`config.mk`:
```
export PLATFORM = sky130hd
export DESIGN_NAME = knap_multi_seq
export DESIGN_NICKNAME = d
export VERILOG_FILES = /design/src/rtl/knap_multi_seq.sv
export SDC_FILE = /design/constraint.sdc
export NUM_CORES = 1
export LEC_CHECK = 0
export CAP_MARGIN = 20
export CORE_ASPECT_RATIO = 1.75
export CORE_MARGIN = 10
export CORE_UTILIZATION = 45
export CTS_CLUSTER_DIAMETER = 80
export DETAILED_ROUTE_END_ITERATION = 16
export GPL_TIMING_DRIVEN = 1
export MAX_ROUTING_LAYER = met4
export PLACE_DENSITY = 0.69
export SYNTH_ARGS = -nofsm -noshare
export SYNTH_HDL_FRONTEND = slang
export SYNTH_SLANG_ARGS = --single-unit
```
`constraint.sdc`:
```
create_clock -name clk -period 8.4 [get_ports clk]
set_input_delay 1.68 -clock clk [delete_from_list [all_inputs] [get_ports clk]]
set_output_delay 1.68 -clock clk [all_outputs]
set_load 0.01 [all_outputs]
```
`src/rtl/knap_multi_seq.sv`:
```
// rtl/knap_multi_seq.sv - streaming knapsack selection checker with saturating totals
// Optional feature: define KNAP_EARLY_REJECT_EN to abort once weight or volume exceeds its limit.
module knap_multi_seq #(
    parameter int N_ITEMS = 11,
    parameter int W       = 8,
    parameter int ACC_W   = 12
) (
    input  logic             clk,
    input  logic             rst_n,
    input  logic             start,
    input  logic [W-1:0]     min_value,
    input  logic [W-1:0]     max_weight,
    input  logic [W-1:0]     max_volume,
    input  logic             item_valid,
    output logic             item_ready,
    input  logic             item_sel,
    input  logic [W-1:0]     item_value,
    input  logic [W-1:0]     item_weight,
    input  logic [W-1:0]     item_volume,
    output logic             busy,
    output logic             done,
    output logic             valid,
    output logic [ACC_W-1:0] total_value,
    output logic [ACC_W-1:0] total_weight,
    output logic [ACC_W-1:0] total_volume,
    output logic             overflow,
    output logic             early_reject
);

    typedef enum logic [1:0] {IDLE, ACC, DONE} state_t;

    state_t           r_state, w_next_state;
    logic [7:0]       r_count;
    logic [W-1:0]     r_min, r_max_w, r_max_v;
    logic [ACC_W-1:0] r_tv, r_tw, r_to;
    logic             r_overflow, r_valid;
    logic [ACC_W:0]   w_sum_v, w_sum_w, w_sum_o;
    logic [ACC_W-1:0] w_tv, w_tw, w_to;
    logic             w_ovf, w_accept, w_last, w_exceed, w_pass, w_abort, w_finish;

    // One extra bit on each sum exposes the carry that triggers saturation.
    assign w_sum_v = {1'b0, r_tv} + (ACC_W+1)'(item_value);
    assign w_sum_w = {1'b0, r_tw} + (ACC_W+1)'(item_weight);
    assign w_sum_o = {1'b0, r_to} + (ACC_W+1)'(item_volume);

    assign w_tv  = !item_sel ? r_tv : (w_sum_v[ACC_W] ? '1 : w_sum_v[ACC_W-1:0]);
    assign w_tw  = !item_sel ? r_tw : (w_sum_w[ACC_W] ? '1 : w_sum_w[ACC_W-1:0]);
    assign w_to  = !item_sel ? r_to : (w_sum_o[ACC_W] ? '1 : w_sum_o[ACC_W-1:0]);
    assign w_ovf = item_sel && (w_sum_v[ACC_W] || w_sum_w[ACC_W] || w_sum_o[ACC_W]);

    assign w_accept = item_valid && (r_state == ACC);
    assign w_last   = (r_count == 8'(N_ITEMS - 1));
    assign w_exceed = (w_tw > ACC_W'(r_max_w)) || (w_to > ACC_W'(r_max_v));
    assign w_pass   = (w_tv >= ACC_W'(r_min)) && !w_exceed && !r_overflow && !w_ovf;
    assign w_finish = w_accept && (w_last || w_abort);

`ifdef KNAP_EARLY_REJECT_EN
    logic r_early;
    assign w_abort      = w_accept && w_exceed;
    assign early_reject = r_early;

    always_ff @(posedge clk or negedge rst_n) begin
        if (!rst_n) begin
            r_early <= 1'b0;
        end else if (r_state == IDLE && start) begin
            r_early <= 1'b0;
        end else if (w_finish) begin
            r_early <= w_abort;
        end
    end
`else
    assign w_abort      = 1'b0;
    assign early_reject = 1'b0;
`endif

    always_ff @(posedge clk or negedge rst_n) begin
        if (!rst_n) r_state <= IDLE;
        else        r_state <= w_next_state;
    end

    always_comb begin
        w_next_state = r_state;
        case (r_state)
            IDLE:    if (start) w_next_state = ACC;
            ACC:     if (w_finish) w_next_state = DONE;
            DONE:    w_next_state = IDLE;
            default: w_next_state = IDLE;
        endcase
    end

    always_comb begin
        item_ready = (r_state == ACC);
        busy       = (r_state != IDLE);
        done       = (r_state == DONE);
    end

    // Verdict is computed from the post-beat totals so it is ready alongside done.
    always_ff @(posedge clk or negedge rst_n) begin
        if (!rst_n) begin
            r_count    <= '0;
            r_min      <= '0;
            r_max_w    <= '0;
            r_max_v    <= '0;
            r_tv       <= '0;
            r_tw       <= '0;
            r_to       <= '0;
            r_overflow <= 1'b0;
            r_valid    <= 1'b0;
        end else if (r_state == IDLE && start) begin
            r_count    <= '0;
            r_min      <= min_value;
            r_max_w    <= max_weight;
            r_max_v    <= max_volume;
            r_tv       <= '0;
            r_tw       <= '0;
            r_to       <= '0;
            r_overflow <= 1'b0;
            r_valid    <= 1'b0;
        end else if (w_accept) begin
            r_count    <= w_last ? 8'd0 : r_count + 8'd1;
            r_tv       <= w_tv;
            r_tw       <= w_tw;
            r_to       <= w_to;
            r_overflow <= r_overflow || w_ovf;
            if (w_finish) r_valid <= w_pass && !w_abort;
        end
    end

    assign valid        = r_valid;
    assign overflow     = r_overflow;
    assign total_value  = r_tv;
    assign total_weight = r_tw;
    assign total_volume = r_to;

endmodule

```
**Yosys cells after proc, flatten, opt, wreduce, memory -nomap -nowiden**

Cells that the tools add are included.

- Flip-flop bits (word level): 72
- Bits of input ports: 53

- Add/sub/neg operators: 4
- Magnitude comparators: 3
- Multiplexer cells: 23
- Reductions and logical operators: 20
- Equality and inequality tests: 5

Operators with widths:

| kind | number |
|---|---|
| $mux 12 | 12 |
| $add 12x8->13 | 3 |
| $gt 12x8->1 | 2 |
| $mux 8 | 3 |
| $ge 12x8->1 | 1 |
| $add 8x1->8 const B | 1 |
| $eq 8x4->1 const B | 1 |
| $logic_and 1x1->1 | 7 |
| $reduce_bool 2->1 | 3 |
| $mux 1 | 5 |
| $logic_or 1x1->1 | 4 |
| $mux 2 | 2 |
| $pmux 2 s2 | 1 |
| $reduce_and 2->1 | 2 |
| $logic_not 1->1 | 3 |
| $eq 2x1->1 const B | 1 |
| $eq 2x2->1 const B | 1 |
| $logic_not 2->1 | 1 |
| $ne 2x1->1 const B | 1 |
| $ne 2x2->1 const B | 1 |

**Logic depth before layout (Yosys ltp)**

- Depth after elaboration: 12
- Gate-level depth with buffers: 18
- Mapped depth without buffers: 18

**Least setup slack after synthesis**

No wires, ideal clock.

- Path kind: input to register
- Start: in item_weight[0]
- End: reg r_valid (netlist: valid)
- Setup time: 0.065 ns
- Required time: 8.335 ns
- Arrival: 4.982 ns
- Stages: 17
- Slack: 3.352 ns
- Path buffers: 0
- Cells stage by stage: ha_1 -> fa_1 -> a21o_1 -> a21oi_2 -> o21a_1 -> o21a_1 -> o21ai_1 -> o22a_1 -> ha_1 -> a21o_1 -> a21oi_1 -> nor2b_1 -> o22ai_1 -> nand4_1 -> or4_1 -> nor4_2 -> a31o_1

- Word-level cells in the longest chain between the ends: 12

RTL lines:

| what | RTL line | RTL |
|---|---|---|
| start, declared | 18 | `input logic [W-1:0] item_weight,` |
| $add 12x8->13 * | 43 | `assign w_sum_w = {1'b0, r_tw} + (ACC_W+1)'(item_weight);` |
| $mux 12 (2 in series) | 47 | `assign w_tw = !item_sel ? r_tw : (w_sum_w[ACC_W] ? '1 : w_sum_w[ACC_W-1:0]);` |
| $gt 12x8->1 | 53 | `assign w_exceed = (w_tw > ACC_W'(r_max_w)) \|\| (w_to > ACC_W'(r_max_v));` |
| $logic_or 1x1->1 | 53 |  |
| $logic_not 1->1 | 54 | `assign w_pass = (w_tv >= ACC_W'(r_min)) && !w_exceed && !r_overflow && !w_ovf;` |
| $logic_and 1x1->1 (2 in series) | 54 |  |
| $logic_and 1x1->1 * | 54 |  |
| $mux 1 * | 125 | `if (w_finish) r_valid <= w_pass && !w_abort;` |
| $mux 1 * | 119 | `end else if (w_accept) begin` |
| $mux 1 * | 109 | `end else if (r_state == IDLE && start) begin` |
| end signal, assigned | 125 |  |
| end, declared | 36 | `logic r_overflow, r_valid;` |

Every way passes the cells marked *; elsewhere a longest branch is shown, timed or not. The select of a mux whose other input is x is not followed.
A chain may end at the register's enable or synchronous reset.

**Final worst setup path**

Same ends and word-level chain as after synthesis.

==> results by group <==
CTS
  • TritonCTS sink count: 72
  • Root Buffer: clkbuf_16
  • Cts repair resizes: 0
  • Max Buffers Root-to-Sink: 2
  • Setup Buffers After CTS: 0
  • Cts hold-fix bufs: 0
  • Reg clk slew, reported paths: 0.06 ns
  • CTS Buf Count: 9
  • Max H-tree Level: 3
  • Worst skew pair latency: 0.34 ns
  • TritonCTS clock tree: yes

Detailed routing
  • Pre-antenna DRT Iters: 5
  • Antenna-violating nets left: 0
  • DRT Wirelength: 13.4 mm
  • WL/cell: 17.3 um
  • DRC viols: 0
  • Via count: 4536
  • Vias per cell: 5.85
  • 1st-iter DRT viols: 157

Floorplanning
  • Cell Rows: 51
  • IO Count: 95
  • Initial core utilization: 0.457
  • DIE WIDTH: 100 um
  • CORE AREA: 11100 sq um
  • Die area: 16100 sq um
  • Die H: 161 um

Timing
  • Worst Hold Slack: 0.522 ns
  • Setup violations, final: 0
  • Slew margin rel.: 0.389
  • Min setup slack post-route: 2.78 ns
  • Final clock skew: 0.00588 ns
  • Worst Tran Pin Value: 0.917 ns
  • Final setup TNS: 0 ns
  • Unrepaired setup endpoints after global routing: no
  • Final Hold Viols: 0
  • Final Cycle Share: 0.669
  • Fmax achieved: 178 MHz
  • Max Slew Vio Count: 0
  • Final min period: 5.62 ns

Pwr
  • Clock power frac: 0.166
  • Seq pwr share: 0.271
  • Switch share: 0.413
  • PwrDens: 369 nW/um^2
  • Leak pwr: 2.79 nW
  • Sw Pwr: 0.972 mW
  • Peak VDD IR: 165 uV
  • Gate power share: 0.563
  • P_int: 1.38 mW

Yosys
  • Post-synth EDFFs: 0
  • Share of the synthesized area in the top cell type: 0.355
  • Largest cells by area after synthesis: dfrtp_1 35%, ha_1 12%, o21ai_0 4.4%
  • Mapped cell area: 5080 sq um
  • FF+latch count, synth: 72
  • Total number of yosys warnings: 0
  • Count of cell types in the netlist: 68
  • Count leader, synth: dfrtp_1
  • Syn Area/Cell: 9.17 sq um
  • Post-synthesis sequential area ratio: 0.355
  • Cells after Synth: 554
  • Post-synth ARST share: 1.00
  • Main synth FF type: dfrtp_1
  • Synth top cells by count: 72 x dfrtp_1, 50 x ha_1, 50 x nand2_1, 46 x nor2_1, 45 x o21ai_0
  • Syn_nets: 660
  • Synth area leader: dfrtp_1

Worst setup path
  • Worst R2R Path Depth: 17
  • Cell Chain, Critical Path: clkdlybuf4s50_1 > ha_1 > fa_1 > a21o_1 > a21oi_2 > o21a_1 > o21a_1 > o21ai_1 > o22a_1 > ha_1 > a21o_1 > a21oi_1 > nor2b_1 > o22ai_1 > nand4_1 > or4_1 > nor4_2 > a31o_1
  • Critical path origin: item_weight[0]
  • CP required: 8.68 ns
  • CP Capture Type: register
  • Arr. time, crit path: 5.90 ns
  • Flop2flop setup slack: 4.14 ns
  • Kind of critical path: in -> reg
  • Launch point of the worst reg-to-reg path: total_weight[0]
  • Worst setup path end: valid
  • Largest fanout on the critical path: 8
  • Crit path max-delay cell type: or4_1
  • Setup crit start kind: input pin
  • Slowest stage delay, CP: 0.50 ns
  • Worst reg2reg path endpoint: valid

Place
  • GPL Wtd Cong: 0.907
  • DP Worst Slack: 2.45 ns
  • IO buf count: 93
  • HPWL Detailed: 10.2 mm

Global route
  • Vias in the first global route: 4753
  • Antenna violations before repair: 0
  • Largest net degree at the start of global routing: 73
  • First-pass GRT wire length: 22.3 mm
  • Total gr overflow: 0
  • Tot GR Track Use: 0.173

Flow run
  • MaxCap Viol Count: 0

Status
  • Status: finished, final reports clean

Cells and area
  • P&R area growth vs syn: 25.5%
  • Antenna cells: 0
  • Ratio of cells with drive above 1 in the final layout: 0.0637
  • Nets: 745

Hold path
  • Hold Crit Class: reg -> reg
-- logic make-up (layout without fill, tap and decap cells) --
kind of cell,after synthesis,after routing,synth area share
AOI/OAI and AO/OA,186,186,0.254
xor gates and xnor gates,21,21,0.0362
adders and majority gates,53,53,0.135
buffers and inverters,54,144,0.0517
DFF,72,72,0.355
muxes,11,11,0.0224
other,1,1,0.000738
and+or+nand+nor,156,156,0.145
-- cells in the final DEF, fill, tap and decap left out, drive strengths merged, types with 3 or more instances in the layout --
cell type	Yosys	final
nand3b	3	3
nor3	4	4
inv	30	30
a211oi	9	9
mux2	3	3
o21bai	3	3
fa	3	3
nor2b	7	7
nand4	8	8
nand2	51	51
o21a	9	9
o21ai	57	57
clkbuf	16	11
xnor2	16	16
o22a	18	18
dfrtp	72	72
a21oi	31	31
buf	7	6
mux2i	8	8
ha	50	50
a22o	22	22
clkdlybuf4s50	0	92
a21o	11	11
or3	4	4
nand3	17	17
o22ai	6	6
a31oi	3	3
xor2	5	5
nor2	46	46
nand2b	4	4
-- critical path: cells and delay by family --
kind                     cells  cell delay, ns
adder cells (fa/ha/maj)      3            0.95
AO/OA/AOI/OAI               10            2.03
AND/OR/NAND/NOR              4            0.83
buffers and inverters        1            0.42
-- flip-flops by register name, summed over array words and instances, names as in the netlist --
register	cells
r_count	8
total_volume	12
r_min	8
r_state	2
total_value	12
r_max_v	8
overflow	1
valid	1
total_weight	12
r_max_w	8
-- how the worst min path moves through the flow --
stage / start / to / slack [ns] / cells past startpoint
global route: r_max_w[7] / r_max_w[7] / 0.56 / 2
global placement: r_max_w[0] / r_max_w[0] / 0.51 / 1
floorplan: r_count[7] / r_count[7] / 0.49 / 2
CTS: r_max_w[0] / r_max_w[0] / 0.53 / 1
detailed placement: r_max_w[0] / r_max_w[0] / 0.52 / 1
finish: r_max_w[0] / r_max_w[0] / 0.52 / 1
-- power groups by stage --
stage / sequential, mW / clock [mW] / combinational [mW]
after global routing: 0.661 / 0.415 / 1.49
final: 0.638 / 0.391 / 1.32
after global placement: 0.637 / 0 / 1.29
after detailed placement: 0.644 / 0 / 1.32
after CTS: 0.639 / 0.398 / 1.33
after floorplan: 0.623 / 0 / 0.919
-- metal layers --
metal | vias up | share of wire | track usage
li1 | 2199 | - | -
met1 | 2189 | 0.39 | 0.180
met2 | 115 | 0.53 | 0.298
met3 | 33 | 0.048 | 0.0378
met4 | 0 | 0.035 | 0.0813
met5 | - | 0 | -
-- stage by stage --
step / cell area, sq um / utilization / power (mW) / std cells
3_5_place_dp: 6070 / 0.546 / 1.96 / 760
5_1_grt: 6370 / 0.574 / 2.57 / 776
4_1_cts: 6370 / 0.574 / 2.37 / 776
3_3_place_gp: 6070 / 0.546 / 1.93 / 760
6_report: 6370 / 0.574 / 2.35 / 776
2_1_floorplan: 5080 / - / 1.54 / 554
-- layout make-up --
cell class / count / area [sq um]
fill: 1040 / 4730
multi-input combinational: 428 / 3020
sequential: 72 / 1800
timing repair buffer: 98 / 963
clock buffer: 11 / 253
tap: 132 / 165
inverter: 30 / 113
clock inverter: 5 / 55.1
Note: power is estimated with default switching activity, not from simulation.
